<file path="src/rtl/lagarto_store_buffer_pkg.sv">
// Shared types and widths for the Lagarto store buffer.
// The entry layout follows the L1 dcache index/tag widths used by the store port.
package lagarto_store_buffer_pkg;

  localparam int DCACHE_INDEX_WIDTH = 12;
  localparam int DCACHE_TAG_WIDTH   = 28;

  typedef struct packed {
    logic                          valid;
    logic [DCACHE_INDEX_WIDTH-1:0] index;
    logic [DCACHE_TAG_WIDTH-1:0]   tag;
    logic [63:0]                   wdata;
    logic [7:0]                    be;
    logic [1:0]                    size;
  } stb_entry_t;

  typedef enum logic {
    S_IDLE = 1'b0,
    S_TAG  = 1'b1
  } stb_state_t;

endpackage

</file>
<file path="src/rtl/lagarto_store_buffer.sv">
// In-order store buffer between the exe-stage store path and the dcache
// store port. Drains with the two-phase protocol: index phase held until
// req_gnt_i, then a single-cycle tag strobe that retires the head entry.
// Load checks flag any pending store whose bytes overlap the load.
// Optional feature macro: LAGARTO_STB_FWD_EN enables store-to-load forwarding
// from the youngest overlapping entry when it covers every loaded byte.
module lagarto_store_buffer
  import lagarto_store_buffer_pkg::*;
#(
  parameter int DEPTH   = 4,
  parameter int INDEX_W = DCACHE_INDEX_WIDTH,
  parameter int TAG_W   = DCACHE_TAG_WIDTH
) (
  input  logic                       clk_i,
  input  logic                       rstn_i,
  input  logic                       st_valid_i,
  input  logic [INDEX_W-1:0]         st_index_i,
  input  logic [TAG_W-1:0]           st_tag_i,
  input  logic [63:0]                st_wdata_i,
  input  logic [7:0]                 st_be_i,
  input  logic [1:0]                 st_size_i,
  output logic                       st_ready_o,
  output logic                       req_valid_o,
  output logic                       req_we_o,
  output logic                       req_kill_o,
  output logic [INDEX_W-1:0]         req_addr_index_o,
  output logic [63:0]                req_wdata_o,
  output logic [7:0]                 req_be_o,
  output logic [1:0]                 req_size_o,
  input  logic                       req_gnt_i,
  output logic [TAG_W-1:0]           req_addr_tag_o,
  output logic                       req_tag_valid_o,
  input  logic                       ld_chk_valid_i,
  input  logic [INDEX_W-1:0]         ld_chk_index_i,
  input  logic [TAG_W-1:0]           ld_chk_tag_i,
  input  logic [7:0]                 ld_chk_be_i,
  output logic                       ld_conflict_o,
  output logic                       ld_fwd_hit_o,
  output logic [63:0]                ld_fwd_data_o,
  output logic                       empty_o,
  output logic [$clog2(DEPTH):0]     count_o
);

  localparam int PTR_W = $clog2(DEPTH);
  localparam int CNT_W = PTR_W + 1;

  stb_entry_t       entries_r [DEPTH];
  logic [PTR_W-1:0] wr_ptr_r;
  logic [PTR_W-1:0] rd_ptr_r;
  logic [CNT_W-1:0] count_r;
  stb_state_t       state_r;
  stb_state_t       state_nxt_s;
  logic             push_s;
  logic             pop_s;
  logic             idx_req_s;
  logic [DEPTH-1:0] match_s;

  // Readiness depends on occupancy only, so a full buffer never accepts a
  // push even when the head retires in the same cycle.
  assign st_ready_o = (count_r < CNT_W'(DEPTH));
  assign push_s     = st_valid_i & st_ready_o;
  assign pop_s      = (state_r == S_TAG);

  assign req_we_o         = 1'b1;
  assign req_kill_o       = 1'b0;
  assign req_addr_index_o = entries_r[rd_ptr_r].index;
  assign req_wdata_o      = entries_r[rd_ptr_r].wdata;
  assign req_be_o         = entries_r[rd_ptr_r].be;
  assign req_size_o       = entries_r[rd_ptr_r].size;
  assign req_addr_tag_o   = entries_r[rd_ptr_r].tag;
  assign empty_o          = (count_r == CNT_W'(0));
  assign count_o          = count_r;

  // Drain FSM: hold the index phase until granted, then one tag-phase cycle.
  always_comb begin
    state_nxt_s     = state_r;
    idx_req_s       = 1'b0;
    req_tag_valid_o = 1'b0;
    case (state_r)
      S_IDLE: begin
        idx_req_s = (count_r != CNT_W'(0));
        if (idx_req_s && req_gnt_i) begin
          state_nxt_s = S_TAG;
        end else begin
          state_nxt_s = S_IDLE;
        end
      end
      S_TAG: begin
        req_tag_valid_o = 1'b1;
        state_nxt_s     = S_IDLE;
      end
      default: begin
        state_nxt_s = S_IDLE;
      end
    endcase
    req_valid_o = idx_req_s;
  end

  // Drain state register.
  always_ff @(posedge clk_i or negedge rstn_i) begin
    if (!rstn_i) begin
      state_r <= S_IDLE;
    end else begin
      state_r <= state_nxt_s;
    end
  end

  // Pointer and occupancy bookkeeping; pointers wrap naturally at DEPTH.
  always_ff @(posedge clk_i or negedge rstn_i) begin
    if (!rstn_i) begin
      wr_ptr_r <= '0;
      rd_ptr_r <= '0;
      count_r  <= '0;
    end else begin
      if (push_s) begin
        wr_ptr_r <= wr_ptr_r + PTR_W'(1);
      end
      if (pop_s) begin
        rd_ptr_r <= rd_ptr_r + PTR_W'(1);
      end
      if (push_s && !pop_s) begin
        count_r <= count_r + CNT_W'(1);
      end else if (pop_s && !push_s) begin
        count_r <= count_r - CNT_W'(1);
      end
    end
  end

  // Entry storage: a push never targets the head being retired, because a
  // retire with wr_ptr==rd_ptr implies a full buffer that refuses pushes.
  always_ff @(posedge clk_i or negedge rstn_i) begin
    if (!rstn_i) begin
      for (int i = 0; i < DEPTH; i++) begin
        entries_r[i] <= '0;
      end
    end else begin
      if (pop_s) begin
        entries_r[rd_ptr_r].valid <= 1'b0;
      end
      if (push_s) begin
        entries_r[wr_ptr_r] <= '{valid: 1'b1, index: st_index_i, tag: st_tag_i,
                                 wdata: st_wdata_i, be: st_be_i, size: st_size_i};
      end
    end
  end

  // Per-entry overlap: same tag, same 8-byte word, at least one common byte.
  for (genvar g = 0; g < DEPTH; g++) begin : g_match
    assign match_s[g] = entries_r[g].valid
                      && (entries_r[g].tag == ld_chk_tag_i)
                      && (entries_r[g].index[INDEX_W-1:3] == ld_chk_index_i[INDEX_W-1:3])
                      && ((entries_r[g].be & ld_chk_be_i) != 8'h00);
  end

`ifdef LAGARTO_STB_FWD_EN
  logic [PTR_W-1:0] cand_s;
  logic [PTR_W-1:0] sel_s;
  logic             found_s;
  logic             cover_s;

  // Youngest-match select: scan backwards from the slot just below wr_ptr.
  always_comb begin
    cand_s  = '0;
    sel_s   = '0;
    found_s = 1'b0;
    for (int k = 1; k <= DEPTH; k++) begin
      cand_s = wr_ptr_r - PTR_W'(k);
      if (!found_s && match_s[cand_s]) begin
        found_s = 1'b1;
        sel_s   = cand_s;
      end else begin
        found_s = found_s;
      end
    end
    cover_s = ((entries_r[sel_s].be & ld_chk_be_i) == ld_chk_be_i);
    if (ld_chk_valid_i && found_s && cover_s) begin
      ld_fwd_hit_o  = 1'b1;
      ld_fwd_data_o = entries_r[sel_s].wdata;
      ld_conflict_o = 1'b0;
    end else begin
      ld_fwd_hit_o  = 1'b0;
      ld_fwd_data_o = 64'h0;
      ld_conflict_o = ld_chk_valid_i & found_s;
    end
  end
`else
  assign ld_conflict_o = ld_chk_valid_i & (|match_s);
  assign ld_fwd_hit_o  = 1'b0;
  assign ld_fwd_data_o = 64'h0;
`endif

endmodule

</file>
<file path="config.mk">
export PLATFORM = sky130hd
export DESIGN_NAME = lagarto_store_buffer
export DESIGN_NICKNAME = d
export VERILOG_FILES = /design/src/rtl/lagarto_store_buffer_pkg.sv /design/src/rtl/lagarto_store_buffer.sv
export SDC_FILE = /design/constraint.sdc
export NUM_CORES = 1
export LEC_CHECK = 0
export CORE_MARGIN = 2
export CORE_UTILIZATION = 49
export CTS_CLUSTER_SIZE = 20
export DETAILED_ROUTE_END_ITERATION = 10
export GPL_TIMING_DRIVEN = 0
export PLACE_DENSITY = 0.77
export SYNTH_ARGS = -nofsm -noshare
export SYNTH_HDL_FRONTEND = slang
export SYNTH_SLANG_ARGS = --single-unit
</file>
<file path="constraint.sdc">
create_clock -name clk_i -period 2 [get_ports clk_i]
set_input_delay 0.4 -clock clk_i [delete_from_list [all_inputs] [get_ports clk_i]]
set_output_delay 0.4 -clock clk_i [all_outputs]
set_load 0.005 [all_outputs]
</file>
Yosys cells after proc, flatten, opt, wreduce, memory -nomap -nowiden
Index checks and enable logic that the tools add are counted.
- register bits after elaboration: 468
- input port bits: 167
- output and inout port bits: 189
- $add $sub $neg: 4
- $lt $le $gt $ge: 5
- eq/ne operators: 8
- muxes and demuxes: 17
- bitwise operators: 9
- reduce and logical (&&, ||, !) cells: 27
- operators with widths (operator ; count):
    $bwmux 460 ; 2
    $mux 460 ; 2
    $demux 115 s2 ; 2
    $bmux 115 s2 ; 1
    $mux 115 ; 2
    $mux 114 ; 2
    $eq 28x28->1 ; 4
    $eq 9x9->1 ; 4
    $and 8x8->8 ; 4
    $reduce_bool 8->1 ; 4
    $logic_and 1x1->1 ; 17
    $ge 3x3->1 const B ; 2
    $lt 3x1->1 const B ; 2
    $mux 3 ; 2
    $not 2->3 ; 2
    $add 2x1->2 const B ; 2
    $reduce_or 4->1 ; 1
    $add 3x1->3 const B ; 1
    $logic_not 3->1 ; 1
    $lt 3x3->1 const B ; 1
    $mux 1 ; 3
    $reduce_bool 3->1 ; 1
    $sub 3x1->3 const B ; 1
    $and 1x1->1 ; 2
    other kinds (4) ; 5

Depth between registers and ports, before layout
- word-level depth: 9
- mapped depth: 8

Least setup slack after synthesis
Ideal clock, no wire load.
- kind: register to output
- start point: register rd_ptr_r[0]
- end point: output port req_addr_index_o[0]
- arrival: 1.598 ns
- setup slack: 0.002 ns
- cell stages (with the launch flop): 5
- path buffers: 3
- cells stage by stage: dfrtp_1 buf_2 buf_2 buf_2 mux4_2
- word-level cells in the longest chain between the ends: 4
- ends and longest elaborated chain (element ; line ; text):
    start, declared ; lagarto_store_buffer.sv:49 ; logic [PTR_W-1:0] rd_ptr_r;
    start signal, assigned ; lagarto_store_buffer.sv:119 ; rd_ptr_r <= rd_ptr_r + PTR_W'(1);
    $not 2->3 (implied by the code) ; lagarto_store_buffer.sv:66 ; assign req_addr_index_o = entries_r[rd_ptr_r].index;
    $bmux 115 s2 ; lagarto_store_buffer.sv:66 ;
    $mux 114 (2 in a row) ; n/a ;
    end, declared ; lagarto_store_buffer.sv:26 ; output logic [INDEX_W-1:0] req_addr_index_o,
No other way between the ends. The select of a mux whose other input is x is not followed.

Worst setup path in the final report
- start point: register entries_r[427] (netlist bit)
- end point: output port ld_conflict_o
- word-level cells in the longest chain between the ends: 6
- ends and longest elaborated chain (element ; line ; text):
    start, declared ; lagarto_store_buffer.sv:47 ; stb_entry_t entries_r [DEPTH];
    start signal, assigned by index ; lagarto_store_buffer.sv:141 ; entries_r[wr_ptr_r] <= '{valid: 1'b1, index: st_index_i, tag: st_tag_i,
    $eq 28x28->1 ; lagarto_store_buffer.sv:150 ; && (entries_r[g].tag == ld_chk_tag_i)
    $logic_and 1x1->1 ; lagarto_store_buffer.sv:150 ;
    $logic_and 1x1->1 ; lagarto_store_buffer.sv:151 ; && (entries_r[g].index[INDEX_W-1:3] == ld_chk_index_i[INDEX_W-1:3])
    $logic_and 1x1->1 ; lagarto_store_buffer.sv:152 ; && ((entries_r[g].be & ld_chk_be_i) != 8'h00);
    $reduce_or 4->1 ; lagarto_store_buffer.sv:187 ; assign ld_conflict_o = ld_chk_valid_i & (|match_s);
    $and 1x1->1 ; lagarto_store_buffer.sv:187 ;
    end, declared ; lagarto_store_buffer.sv:37 ; output logic ld_conflict_o,
No other way between the ends.

==> flow_summary.toml <==
[pwr]
peakVddDrop_mv = 1.19
power.density_nw_per_um2 = 1720
p_switching_mw = 16.4
clkPwrFrac = 0.184
swShare = 0.326
pwr-share-comb = 0.467
p_leak_nw = 12.9
p_int_mw = 33.9
p_seq_frac = 0.349

[setup_path]
critPathRequiredTime_ns = 1.60
critPathCaptureType = "primary output"
cp_max_fo = 3
start_kind = "flop"
arrival_ns = 2.41
worstSetupPathType = "reg -> out"

[clock_tree]
clock_sinks = 468
clockRootBuffer = "clkbuf_16"
clk_pin_slew_ns = 0.06
cts_buffers = 50
htree_levels = 2
clockBufferDepth = 3
clk_latency_ns = 0.60
cts_tree = "built"

[finish]
nets = 2107
area_delta_synth_final_pct = 30.3
drive_gt1_frac = 0.519
finish.utilization = 0.644

[detailed_routing]
firstDrtPassIters = 5
drt_iter0_markers = 849
num_vias = 14300
drc_errors = 0
drt_wl_total_um = 62900
drtAntennaViolNets = 0
via_per_inst = 5.57
routedWlPerCell_um = 24.4

[placed_design]
port_buffers = 285
place_congestion = 0.948
place_hpwl_um = 43900

[yosys]
synth-xor-area-share = 0.0594
syn_avg_cell_area_um2 = 15.4
synth-warning-count = 0
synthAdderAreaFrac = 0.00592
synthMuxAreaShare = 0.344
synth_top_family_by_area = "multiplexers"
ys_seq_area_frac = 0.523
syn_inst = 1458
ys_ff_latch = 468
synth_compound_area_frac = 0.00659
ys_types = 26
yosys.area_share.simple = 0.0203
synth_area_um2 = 22400

[floorplanning]
die_area_um2 = 47400
core-area_um2 = 45300
die_y_um = 218
initial_utilization = 0.495
io_pins = 356
die_w_um = 218
num_rows = 78

[sta]
max_freq_mhz = 356
slew_violations = 0
period_needed_ns = 2.81
skew_ns = 0.0186
finalWorstSetupSlack_ns = -0.806
min_period_over_period = 1.40
fin_hold_ws_ns = -0.114
slew-limit-headroom = 0.396
setup-violations-final = 115
setup_tns_ns = -64.24
hold_viol_final = 111
rsz0062_at_grt = "yes"
worst_pin_slew_ns = 0.907

[global_route]
grt_max_degree = 126
grt_usage = 0.270
antenna_found_initial = 10
grt-ovfl-total = 0
first_global_vias = 15300
grt_pass1_wl_um = 95100

[run_status]
outcome = "finished with violations"
violations = "hold timing, setup timing"

[worst_hold_path]
min_path_type = "in -> async"

[job]
cap_violations = 0
-- Yosys cell counts, drive strengths merged --
master	instances	area, um2
mux4	114	2570
nand3	8	40.0
o21ai	3	15.0
mux2	457	5150
fa	1	20.0
buf	132	827
nor2	2	7.51
nand2b	1	6.26
nor2b	1	6.26
nor4	37	231
nor3	1	5.00
nand2	22	82.6
and2	1	6.26
clkbuf	11	41.3
or4	1	7.51
dfrtp	468	11700
nand4	10	62.6
ha	9	113
inv	8	30.0
xor2	134	1170
conb	2	7.51
o41a	1	12.5
xnor2	18	158
a22oi	16	120
-- cell type report --
cell class	count	area (um2)
multi-input cells	904	10300
inverters	8	30.0
diodes	4	10.0
well taps	600	751
repair buffers	359	3600
fillers	3343	16100
clock buffers	75	1490
plain buffers	139	1170
clock inverters	17	156
flip-flops and latches	468	11700
-- final timing paths --
check	startpoint	end	slack, ns	cells past startpoint
worst max-delay path	entries_r[427]	ld_conflict_o	-0.81	6
worst min-delay path	rstn_i	entries_r[442]	-0.11	1
worst max register to register	wr_ptr_r[0]	entries_r[151]	0.10	6
worst min register to register	entries_r[459]	entries_r[459]	0.49	2
max in group asynchronous	rstn_i	entries_r[55]	0.50	3
min in group clk_i	req_gnt_i	pop_s	0.43	2
-- power by group through the flow --
stage	Combinational [mW]	Sequential, mW	Clock (mW)
3_5_place_dp	21.6	17.5	0
3_3_place_gp	21.2	17.2	0
2_1_floorplan	12.7	16.5	0
5_1_grt	24.9	18.1	9.80
6_report	23.4	17.5	9.25
4_1_cts	22.6	17.4	9.43
-- worst max-delay path: stages, from the launching register on --
cell and delay [ns]:
dfrtp_1 0.40, xor2_1 0.19, nor4_1 0.45, nand3_2 0.21, nor4_4 0.29, o41a_2 0.18
buf_6 0.10
-- logic make-up (layout without fill, tap and decap cells) --
group,count (synthesis),count (layout)
compound gates,20,20
xor+xnor,152,152
fa+ha+maj,10,10
buf+inv,151,598
flops,468,468
mux,571,571
other cells,2,71
simple gates,84,84
-- repair_timing --
item / in CTS / in global routing
pin swaps: 14 / 9
endpoints found under the hold margin: 111 / 52
gates resized for setup: 635 / 121
setup endpoints to repair: 319 / 285
cloned: 5 / 0
setup buffers: 51 / 28
-- registers in the layout (all words and copies together) (netlist names) --
signal     flops
pop_s          1
count_o        3
rd_ptr_r       2
entries_r    460
wr_ptr_r       2
-- per-layer routing --
metal / global-route usage / vias to the layer above / routed length [um]
met3: 0.0635 / 129 / 4600
met4: 0.103 / 14 / 2280
met1: 0.356 / 7529 / 25700
li1: - / 6187 / -
met2: 0.436 / 467 / 30200
met5: 0 / - / 89
-- placed cells by master (no fill, tap or decap), types with 8 or more instances in the layout --
cell             netlist  routed
mux2_2               457     457
conb_1                 2      67
clkinv_2               0      11
buf_8                  0      14
clkbuf_2               0      11
dfrtp_1              468     465
buf_4                 67      91
xnor2_1               18      12
nand4_1               10      10
ha_1                   9       9
clkdlybuf4s50_1        0     157
buf_2                 64      88
nor4_2                 0      15
nor4_1                37      20
clkbuf_1              11      11
buf_12                 0      26
nand2_1               22      19
dlygate4sd2_1          0       8
xor2_1               134     130
mux4_2               114     114
clkbuf_16              0      50
buf_6                  0      86
a22oi_1               16      13
clkbuf_8               0      17
-- per-stage QoR --
step / setup WS (ns) / cell area (um2) / power, mW / instances
finish: -0.806 / 29200 / 50.2 / 2574
floorplan: 0.00213 / 22600 / 29.1 / 1523
global route: -0.862 / 29200 / 52.8 / 2573
CTS: -0.755 / 28800 / 49.4 / 2558
global placement: -19.52 / 26200 / 38.4 / 2408
detailed placement: -1.38 / 26300 / 39.1 / 2411
No activity file was read; power rests on OpenSTA's default activity.
